## src/rtl/bw_write_arbiter.sv

```systemverilog
// bw_write_arbiter
//   Two-requester arbiter for the board-write bus feeding the DAC block and
//   the power-control register. A requester wins the bus only on a rising
//   edge of its write_en envelope; the winner's strobes, address and data
//   are forwarded through one register stage until its envelope drops or it
//   overstays the timeout. Rises that cannot be granted are counted as drops.
//
// Ports
//   clk, reset            : clock, synchronous active-low reset
//   reqN_write_en         : requester N transaction envelope (N = 0, 1)
//   reqN_reg_wen          : requester N register write strobe
//   reqN_block_wen        : requester N block write strobe
//   reqN_block_wstart     : requester N block start strobe
//   reqN_reg_waddr[7:0]   : requester N address
//   reqN_reg_wdata[31:0]  : requester N data
//   bw_*                  : arbitrated, registered copy of the owner's inputs
//   gnt0, gnt1            : bw_* currently carries requester 0 / 1
//   busy                  : arbiter is not idle
//   timeout_flag          : sticky, set when an owner is forcibly released
//   timeout_clr           : clears timeout_flag (a coincident set wins)
//   drop_cnt[7:0]         : saturating count of rejected transactions
//   drop_clr              : clears drop_cnt (coincident drops are kept)
module bw_write_arbiter #(
  parameter int GAP_CYCLES     = 1,
  parameter int TIMEOUT_CYCLES = 1024
) (
  input  logic        clk,
  input  logic        reset,
  input  logic        req0_write_en,
  input  logic        req0_reg_wen,
  input  logic        req0_block_wen,
  input  logic        req0_block_wstart,
  input  logic [7:0]  req0_reg_waddr,
  input  logic [31:0] req0_reg_wdata,
  input  logic        req1_write_en,
  input  logic        req1_reg_wen,
  input  logic        req1_block_wen,
  input  logic        req1_block_wstart,
  input  logic [7:0]  req1_reg_waddr,
  input  logic [31:0] req1_reg_wdata,
  output logic        bw_write_en,
  output logic        bw_reg_wen,
  output logic        bw_block_wen,
  output logic        bw_block_wstart,
  output logic [7:0]  bw_reg_waddr,
  output logic [31:0] bw_reg_wdata,
  output logic        gnt0,
  output logic        gnt1,
  output logic        busy,
  output logic        timeout_flag,
  input  logic        timeout_clr,
  output logic [7:0]  drop_cnt,
  input  logic        drop_clr
);

  localparam int DATA_W = 32;
  localparam int ADDR_W = 8;

  localparam logic [1:0] IDLE = 2'd0;
  localparam logic [1:0] OWN0 = 2'd1;
  localparam logic [1:0] OWN1 = 2'd2;
  localparam logic [1:0] GAP  = 2'd3;

  // With no holdoff configured a finished grant returns straight to IDLE.
  localparam logic [1:0]  POST     = (GAP_CYCLES == 0) ? IDLE : GAP;
  localparam logic [3:0]  GAP_LOAD = (GAP_CYCLES > 0) ? 4'(GAP_CYCLES - 1) : 4'd0;
  localparam logic [15:0] TO_LIMIT = 16'(TIMEOUT_CYCLES);

  function automatic logic [7:0] sat_add(input logic [7:0] acc, input logic [1:0] inc);
    logic [8:0] sum;
    sum = {1'b0, acc} + {7'd0, inc};
    return sum[8] ? 8'hFF : sum[7:0];
  endfunction

  logic [1:0]  state, state_nxt;
  logic        prev0, prev1;
  logic        blk0, blk1;
  logic        blk0_set, blk1_set;
  logic        last_gnt, last_nxt;
  logic [3:0]  gap_cnt, gap_nxt;
  logic [15:0] to_cnt, to_nxt;
  logic        to_hit;
  logic [1:0]  drop_inc;
  logic        fwd0, fwd1;
  logic        rise0, rise1;
  logic        timeout_flag_r;
  logic [7:0]  drop_cnt_r;

  logic              sel_write_en, sel_reg_wen, sel_block_wen, sel_block_wstart;
  logic [ADDR_W-1:0] sel_reg_waddr;
  logic [DATA_W-1:0] sel_reg_wdata;

  logic              bw_write_en_p1, bw_reg_wen_p1, bw_block_wen_p1, bw_block_wstart_p1;
  logic [ADDR_W-1:0] bw_reg_waddr_p1;
  logic [DATA_W-1:0] bw_reg_wdata_p1;
  logic              gnt0_p1, gnt1_p1;

  // A block left over from a timeout only matters until the envelope drops;
  // the rise detector already hides a still-high envelope, the block makes
  // the intent explicit.
  assign rise0 = req0_write_en & ~prev0 & ~blk0;
  assign rise1 = req1_write_en & ~prev1 & ~blk1;

  // Stage p0: arbitration, ownership tracking and source select
  always_comb begin
    state_nxt = state;
    gap_nxt   = gap_cnt;
    to_nxt    = to_cnt;
    last_nxt  = last_gnt;
    fwd0      = 1'b0;
    fwd1      = 1'b0;
    drop_inc  = 2'd0;
    to_hit    = 1'b0;
    blk0_set  = 1'b0;
    blk1_set  = 1'b0;
    case (state)
      IDLE: begin
        // On a tie the requester that was not granted last time wins.
        if (rise0 && (!rise1 || last_gnt)) begin
          state_nxt = OWN0;
          fwd0      = 1'b1;
          to_nxt    = 16'd1;
          last_nxt  = 1'b0;
          drop_inc  = {1'b0, rise1};
        end else if (rise1) begin
          state_nxt = OWN1;
          fwd1      = 1'b1;
          to_nxt    = 16'd1;
          last_nxt  = 1'b1;
          drop_inc  = {1'b0, rise0};
        end
      end
      OWN0: begin
        drop_inc = {1'b0, rise0} + {1'b0, rise1};
        if (!req0_write_en) begin
          state_nxt = POST;
          gap_nxt   = GAP_LOAD;
        end else if (to_cnt >= TO_LIMIT) begin
          state_nxt = POST;
          gap_nxt   = GAP_LOAD;
          to_hit    = 1'b1;
          blk0_set  = 1'b1;
        end else begin
          fwd0   = 1'b1;
          to_nxt = to_cnt + 16'd1;
        end
      end
      OWN1: begin
        drop_inc = {1'b0, rise0} + {1'b0, rise1};
        if (!req1_write_en) begin
          state_nxt = POST;
          gap_nxt   = GAP_LOAD;
        end else if (to_cnt >= TO_LIMIT) begin
          state_nxt = POST;
          gap_nxt   = GAP_LOAD;
          to_hit    = 1'b1;
          blk1_set  = 1'b1;
        end else begin
          fwd1   = 1'b1;
          to_nxt = to_cnt + 16'd1;
        end
      end
      GAP: begin
        drop_inc = {1'b0, rise0} + {1'b0, rise1};
        if (gap_cnt == 4'd0) begin
          state_nxt = IDLE;
        end else begin
          gap_nxt = gap_cnt - 4'd1;
        end
      end
      default: begin
        state_nxt = IDLE;
      end
    endcase
  end

  always_comb begin
    sel_write_en     = 1'b0;
    sel_reg_wen      = 1'b0;
    sel_block_wen    = 1'b0;
    sel_block_wstart = 1'b0;
    sel_reg_waddr    = '0;
    sel_reg_wdata    = '0;
    if (fwd0) begin
      sel_write_en     = req0_write_en;
      sel_reg_wen      = req0_reg_wen;
      sel_block_wen    = req0_block_wen;
      sel_block_wstart = req0_block_wstart;
      sel_reg_waddr    = req0_reg_waddr;
      sel_reg_wdata    = req0_reg_wdata;
    end else if (fwd1) begin
      sel_write_en     = req1_write_en;
      sel_reg_wen      = req1_reg_wen;
      sel_block_wen    = req1_block_wen;
      sel_block_wstart = req1_block_wstart;
      sel_reg_waddr    = req1_reg_waddr;
      sel_reg_wdata    = req1_reg_wdata;
    end
  end

  always_ff @(posedge clk) begin
    if (!reset) begin
      state          <= IDLE;
      prev0          <= 1'b1;
      prev1          <= 1'b1;
      blk0           <= 1'b0;
      blk1           <= 1'b0;
      last_gnt       <= 1'b1;
      gap_cnt        <= 4'd0;
      to_cnt         <= 16'd0;
      timeout_flag_r <= 1'b0;
      drop_cnt_r     <= 8'd0;
    end else begin
      state    <= state_nxt;
      prev0    <= req0_write_en;
      prev1    <= req1_write_en;
      blk0     <= blk0_set | (blk0 & req0_write_en);
      blk1     <= blk1_set | (blk1 & req1_write_en);
      last_gnt <= last_nxt;
      gap_cnt  <= gap_nxt;
      to_cnt   <= to_nxt;
      if (to_hit) begin
        timeout_flag_r <= 1'b1;
      end else if (timeout_clr) begin
        timeout_flag_r <= 1'b0;
      end
      if (drop_clr) begin
        drop_cnt_r <= {6'd0, drop_inc};
      end else begin
        drop_cnt_r <= sat_add(drop_cnt_r, drop_inc);
      end
    end
  end

  // Stage p1: registered bus outputs
  always_ff @(posedge clk) begin
    if (!reset) begin
      bw_write_en_p1     <= 1'b0;
      bw_reg_wen_p1      <= 1'b0;
      bw_block_wen_p1    <= 1'b0;
      bw_block_wstart_p1 <= 1'b0;
      bw_reg_waddr_p1    <= '0;
      bw_reg_wdata_p1    <= '0;
      gnt0_p1            <= 1'b0;
      gnt1_p1            <= 1'b0;
    end else begin
      bw_write_en_p1     <= sel_write_en;
      bw_reg_wen_p1      <= sel_reg_wen;
      bw_block_wen_p1    <= sel_block_wen;
      bw_block_wstart_p1 <= sel_block_wstart;
      bw_reg_waddr_p1    <= sel_reg_waddr;
      bw_reg_wdata_p1    <= sel_reg_wdata;
      gnt0_p1            <= fwd0;
      gnt1_p1            <= fwd1;
    end
  end

  assign bw_write_en     = bw_write_en_p1;
  assign bw_reg_wen      = bw_reg_wen_p1;
  assign bw_block_wen    = bw_block_wen_p1;
  assign bw_block_wstart = bw_block_wstart_p1;
  assign bw_reg_waddr    = bw_reg_waddr_p1;
  assign bw_reg_wdata    = bw_reg_wdata_p1;
  assign gnt0            = gnt0_p1;
  assign gnt1            = gnt1_p1;
  assign busy            = (state != IDLE);
  assign timeout_flag    = timeout_flag_r;
  assign drop_cnt        = drop_cnt_r;

endmodule

```

## config.mk

```make
export PLATFORM = sky130hd
export DESIGN_NAME = bw_write_arbiter
export DESIGN_NICKNAME = d
export VERILOG_FILES = /design/src/rtl/bw_write_arbiter.sv
export SDC_FILE = /design/constraint.sdc
export NUM_CORES = 1
export LEC_CHECK = 0
export CAP_MARGIN = 20
export CORE_ASPECT_RATIO = 2
export CORE_MARGIN = 1
export CORE_UTILIZATION = 45
export DETAILED_ROUTE_END_ITERATION = 12
export PLACE_DENSITY = 0.84
export SETUP_SLACK_MARGIN = 0.1
export SYNTH_ARGS = -nofsm -noshare
export SYNTH_HDL_FRONTEND = slang
export SYNTH_SLANG_ARGS = --single-unit
```

## constraint.sdc

```tcl
create_clock -name clk -period 5.15 [get_ports clk]
set_input_delay 0.7725 -clock clk [delete_from_list [all_inputs] [get_ports clk]]
set_output_delay 0.7725 -clock clk [all_outputs]
set_load 0.01 [all_outputs]
```

# Yosys cells after proc, flatten, opt, wreduce, memory -nomap -nowiden
# Cells that the tools add are included.
[totals]
out_inout_bits = 56
word_cells = 114
register_bits = 82
input_bits = 92
[classes]
order_cmp = 1
bitwise_logic = 13
n_mux = 53
n_addsub = 4
n_eq_ne = 8
n_reduce_logical = 16
[op_table]
columns = ["cell", "n"]
rows = [
  ["$mux 16", 5],
  ["$mux 32", 2],
  ["$pmux 16 s3", 1],
  ["$mux 1", 25],
  ["$mux 8", 3],
  ["$add 16x1->16 const B", 1],
  ["$ge 16x11->1 const B", 1],
  ["$mux 4", 4],
  ["$mux 2", 7],
  ["$pmux 4 s3", 1],
  ["$add 8x2->9", 1],
  ["$ne 2x2->1 const B", 4],
  ["$pmux 2 s4", 1],
  ["$and 1x1->1", 6],
  ["$pmux 1 s2", 3],
  ["$reduce_and 2->1", 3],
  ["$reduce_bool 2->1", 3],
  ["$reduce_bool 3->1", 2],
  ["$not 1->1", 5],
  ["$eq 2x2->1 const B", 2],
  ["$logic_not 4->1", 1],
  ["$pmux 2 s2", 1],
  ["$reduce_and 4->1", 1],
  ["$sub 4x1->4 const B", 1],
  ["10 further kinds", 11],
]

# Depth between registers and ports, before layout
[logic_depth]
ltp_word = 11
ltp_mapped = 12
ltp_nobuf = 11

# Worst setup path after synthesis
# OpenSTA, ideal clock, no wires.
[synth_timing]
kind = "input port to flip-flop"
from = "input req1_write_en"
to = "register drop_cnt_r[1], in the netlist drop_cnt[1]"
path_stages = 10
path_slack_ps = 2194
setup_time_ps = 75
t_arrival_ps = 2881
t_required_ps = 5075
path_buffers = 0
cell_sequence = "or3b_2 -> inv_1 -> ha_1 -> mux2_2 -> ha_1 -> inv_1 -> fa_1 -> nor3b_1 -> nand3_1 -> a31oi_1"
[synth_via]
elab_chain_cells = 10
elab_cells_between_ends = 12
cone_classes = "add/sub (2); mux (5); bitwise (2); reduce/logical (3)"
[synth_lines]
columns = ["element", "line", "rtl"]
rows = [
  ["start, declared", "35", "input logic req1_write_en,"],
  ["$and 1x1->1 (*) (2 in series)", "102", "assign rise1 = req1_write_en & ~prev1 & ~blk1;"],
  ["$logic_not 1->1", "119", "if (rise0 && (!rise1 || last_gnt)) begin"],
  ["$logic_or 1x1->1", "119", ""],
  ["$logic_and 1x1->1", "119", ""],
  ["$mux 1", "119", ""],
  ["$pmux 2 s2 (*)", "116", "case (state)"],
  ["$add 8x2->9", "71", "sum = {1'b0, acc} + {7'd0, inc};"],
  ["$mux 8", "72", "return sum[8] ? 8'hFF : sum[7:0];"],
  ["$mux 2 (*)", "227", "if (drop_clr) begin"],
  ["end signal, assigned", "228", "drop_cnt_r <= {6'd0, drop_inc};"],
  ["end signal, assigned", "230", "drop_cnt_r <= sat_add(drop_cnt_r, drop_inc);"],
  ["end, declared", "87", "logic [7:0] drop_cnt_r;"],
]
# Every way passes the cells marked *; elsewhere a longest branch is shown, timed or not.
# A chain may end at the register's enable or synchronous reset.

# Final worst setup path
# Ends and elaborated chain as after synthesis.

==> run summary <==
status = finished, final reports clean
crit-path max FO = 6
highest metal used = met4
final clock period utilization by the worst path = 0.6831
area fraction of the dominant cell type after synthesis = 0.4787
Post-CTS Setup Bufs = 0
WP data required = 5.42 ns
Finished Layout Cells = 654
Peak Freq = 284.3 MHz
FP Rows = 44
Area Growth Syn to Fin = 55.27%
vias in the first global route = 3618
met3 WL = 788 microns
Netlist Area Pre-Place = 3430 sq um
clock share of power = 0.310
CTS tree = done
synth cell count leaders = 104 x nand2_1, 82 x dfxtp_1, 44 x o22ai_1
max-slew violation count = 0
grt ovf = 0
DRT antenna net count = 0
FF+latch count, synth = 82
clk buf depth = 2
post-DR vias/cell = 5.339
starting density of the core = 0.4684
Flop pwr share = 0.346
CP peak stage delay = 0.56 ns
final setup TNS = 0 ns
Total Wirelength = 10420 microns
nets = 661
Synth area leader = dfxtp_1
Root Buffer = clkbuf_16
gpl congestion = 0.8470
PortBufs = 147
Die ar. = 7996 sq um
placed cell count = 637
crit end category = flop
WP buf/inv = 3
met2 wire length = 5618 microns
wire length of the first global-routing pass = 16770 microns
crit start category = input port
critical path class = in2reg
post-CTS resize count = 0
sequential area share after synthesis = 0.4787
Worst EP arrival = 3.78 ns
Hold Crit Class = reg2reg
initial antenna violation count = 0
Pwr per Cell Area = 406.9 nW/um^2
finished layout cell area = 5325 sq um
n_diodes = 0
Crit path max-delay family = simple AND/OR/NAND/NOR gates
number of synthesized flops with an enable pin = 0
Lkg Pwr = 2.130 nW
cts hold-fix bufs = 0
VDD IR-drop max = 0.0002890 V
yosys warns = 0
switching pwr = 0.6885 mW
share of post-route cells with drive strength above 1 = 0.05516
most common cell in the netlist = nand2_1
Die W = 63.73 microns
die height = 125.5 microns
Area contributors post-synth = dfxtp_1 48%, nand2_1 11%, o22ai_1 8.0%
DR vias = 3492
Net Sw Frac = 0.3177
RSZ-0062 raised after global routing = no
I/O pin count = 148
Post-synth ARST share = 0
Power Internal = 1.478 mW
Synth Net Count = 521
residual DRC count = 0
slowest cell on the critical path = clkdlybuf4s50_1
later-pin clock latency in the skew report = 0.34 ns
Most used DFF post-synth = dfxtp_1
Comb power frac = 0.344
Placed Instance Area = 4987 sq um
GR Util All Layers = 0.2736
clock slew at reported path FFs = 0.06 ns
area of the core = 7322 sq um
Cells after Synth = 417
H-tree Lvls = 3
initial DRC count = 178
post-detail-place hpwl = 7863 microns
Worst Tran Pin Value = 0.9907 ns
crit path cell chain = clkdlybuf4s50_1 -> or3b_2 -> inv_1 -> ha_1 -> mux2_2 -> ha_1 -> inv_1 -> fa_1 -> nor3b_1 -> nand3_1 -> a31oi_1
Max-Cap Viols = 0
TritonCTS Buffers = 9
largest net degree at the start of global routing = 46
Post-Route M1 WL = 3717 microns
Slew HR = 0.3395
fin crit period = 3.518 ns
Final Hold Fails = 0
Cell variety after synth = 45
clk_skew = 0.003550 ns
Syn Area/Cell = 8.224 sq um
1st-pass router iterations = 4
average wire per standard cell = 15.93 microns
Finish-stage setup viols = 0
clk sink count = 82
## path summary, 6_finish.rpt
kind	from	cells after the start	slack (ns)	to
setup reg to reg	state[0]$_SDFFE_PN0P_	7	2.33	to_cnt[8]$_SDFFE_PN0P_
hold reg to reg	to_cnt[15]$_SDFFE_PN0P_	2	0.45	to_cnt[15]$_SDFFE_PN0P_
setup / recovery	req1_write_en	11	1.63	drop_cnt[1]$_SDFF_PN0_
hold / removal	to_cnt[15]$_SDFFE_PN0P_	2	0.45	to_cnt[15]$_SDFFE_PN0P_
## worst register-to-register path: cells and delay by family, from the launching register on
kind,cells,cell delay (ns)
flip-flops,1,0.33
adder cells (fa/ha/maj),1,0.43
AO/OA/AOI/OAI,2,0.80
AND/OR/NAND/NOR,2,0.91
buffers and inverters,2,0.28
## metal layers
layer / up-vias / GRT usage
li1: 1724 / -
met1: 1607 / 0.2714
met2: 137 / 0.4850
met3: 24 / 0.09945
met4: 0 / 0.1377
met5: - / 0
## cell families (layout without fill, tap and decap cells)
group           Yosys count  in the layout  synth area share
simple gates            172            172            0.2200
compound gates           97             97            0.1784
flops                    82             82            0.4787
buf+inv                  45            190           0.05290
fa+ha+maj                12             12           0.04597
xor+xnor                  7              7           0.01788
mux                       2              2          0.006202
## flip-flops by register name, summed over array words and instances, names as in the netlist, 2 cells and up
name	cells
bw_reg_waddr	8
bw_reg_wdata	32
drop_cnt	8
gap_cnt	4
state	2
to_cnt	16
## power groups by stage
stage                     clock network (mW)  registers [mW]  logic, mW
after CTS                              0.678           0.750      0.740
after detailed placement                   0           0.763      0.734
after floorplan                            0           0.791      0.372
after global routing                   0.706           0.754      0.819
after global placement                     0           0.759      0.718
final                                  0.672           0.749      0.746
## cell usage in the layout (no fill, tap or decap), drive strengths merged, types with 3 or more instances in the layout
| cell | Yosys | layout |
|---|---|---|
| nor3 | 6 | 6 |
| o21ai | 11 | 11 |
| xor2 | 3 | 3 |
| nor2 | 23 | 23 |
| nor2b | 3 | 3 |
| nand3 | 9 | 9 |
| and3 | 7 | 7 |
| nand2 | 104 | 104 |
| clkbuf | 16 | 15 |
| nor3b | 3 | 3 |
| clkdlybuf4s50 | 0 | 146 |
| xnor2 | 4 | 4 |
| or3 | 5 | 5 |
| o22ai | 44 | 44 |
| a31oi | 5 | 5 |
| inv | 21 | 21 |
| a21oi | 20 | 20 |
| a211oi | 3 | 3 |
| ha | 11 | 11 |
| dfxtp | 82 | 82 |
| nand4 | 6 | 6 |
| buf | 7 | 6 |
## stage by stage
| stage | hold WS (ns) | util | power, mW | setup WS (ns) |
|---|---|---|---|---|
| global placement | 0.4346 | 0.6811 | 1.477 | 1.467 |
| detailed placement | 0.4409 | 0.6811 | 1.498 | 1.315 |
| finish | 0.4483 | 0.7273 | 2.167 | 1.632 |
| CTS | 0.4493 | 0.7245 | 2.168 | 1.673 |
| floorplan | 0.4259 | - | 1.163 | 2.194 |
| global route | 0.4837 | 0.7273 | 2.279 | 1.452 |
## area by class of cell
| type | instances | area [sq um] |
|---|---|---|
| tap | 92 | 115.1 |
| clock inverter | 1 | 30.03 |
| sequential | 82 | 1642 |
| fill | 539 | 1997 |
| inverter | 22 | 82.58 |
| clock buffer | 15 | 287.8 |
| timing repair buffer | 152 | 1529 |
| multi-input combinational | 290 | 1639 |
(Power assumes the default switching activity.)
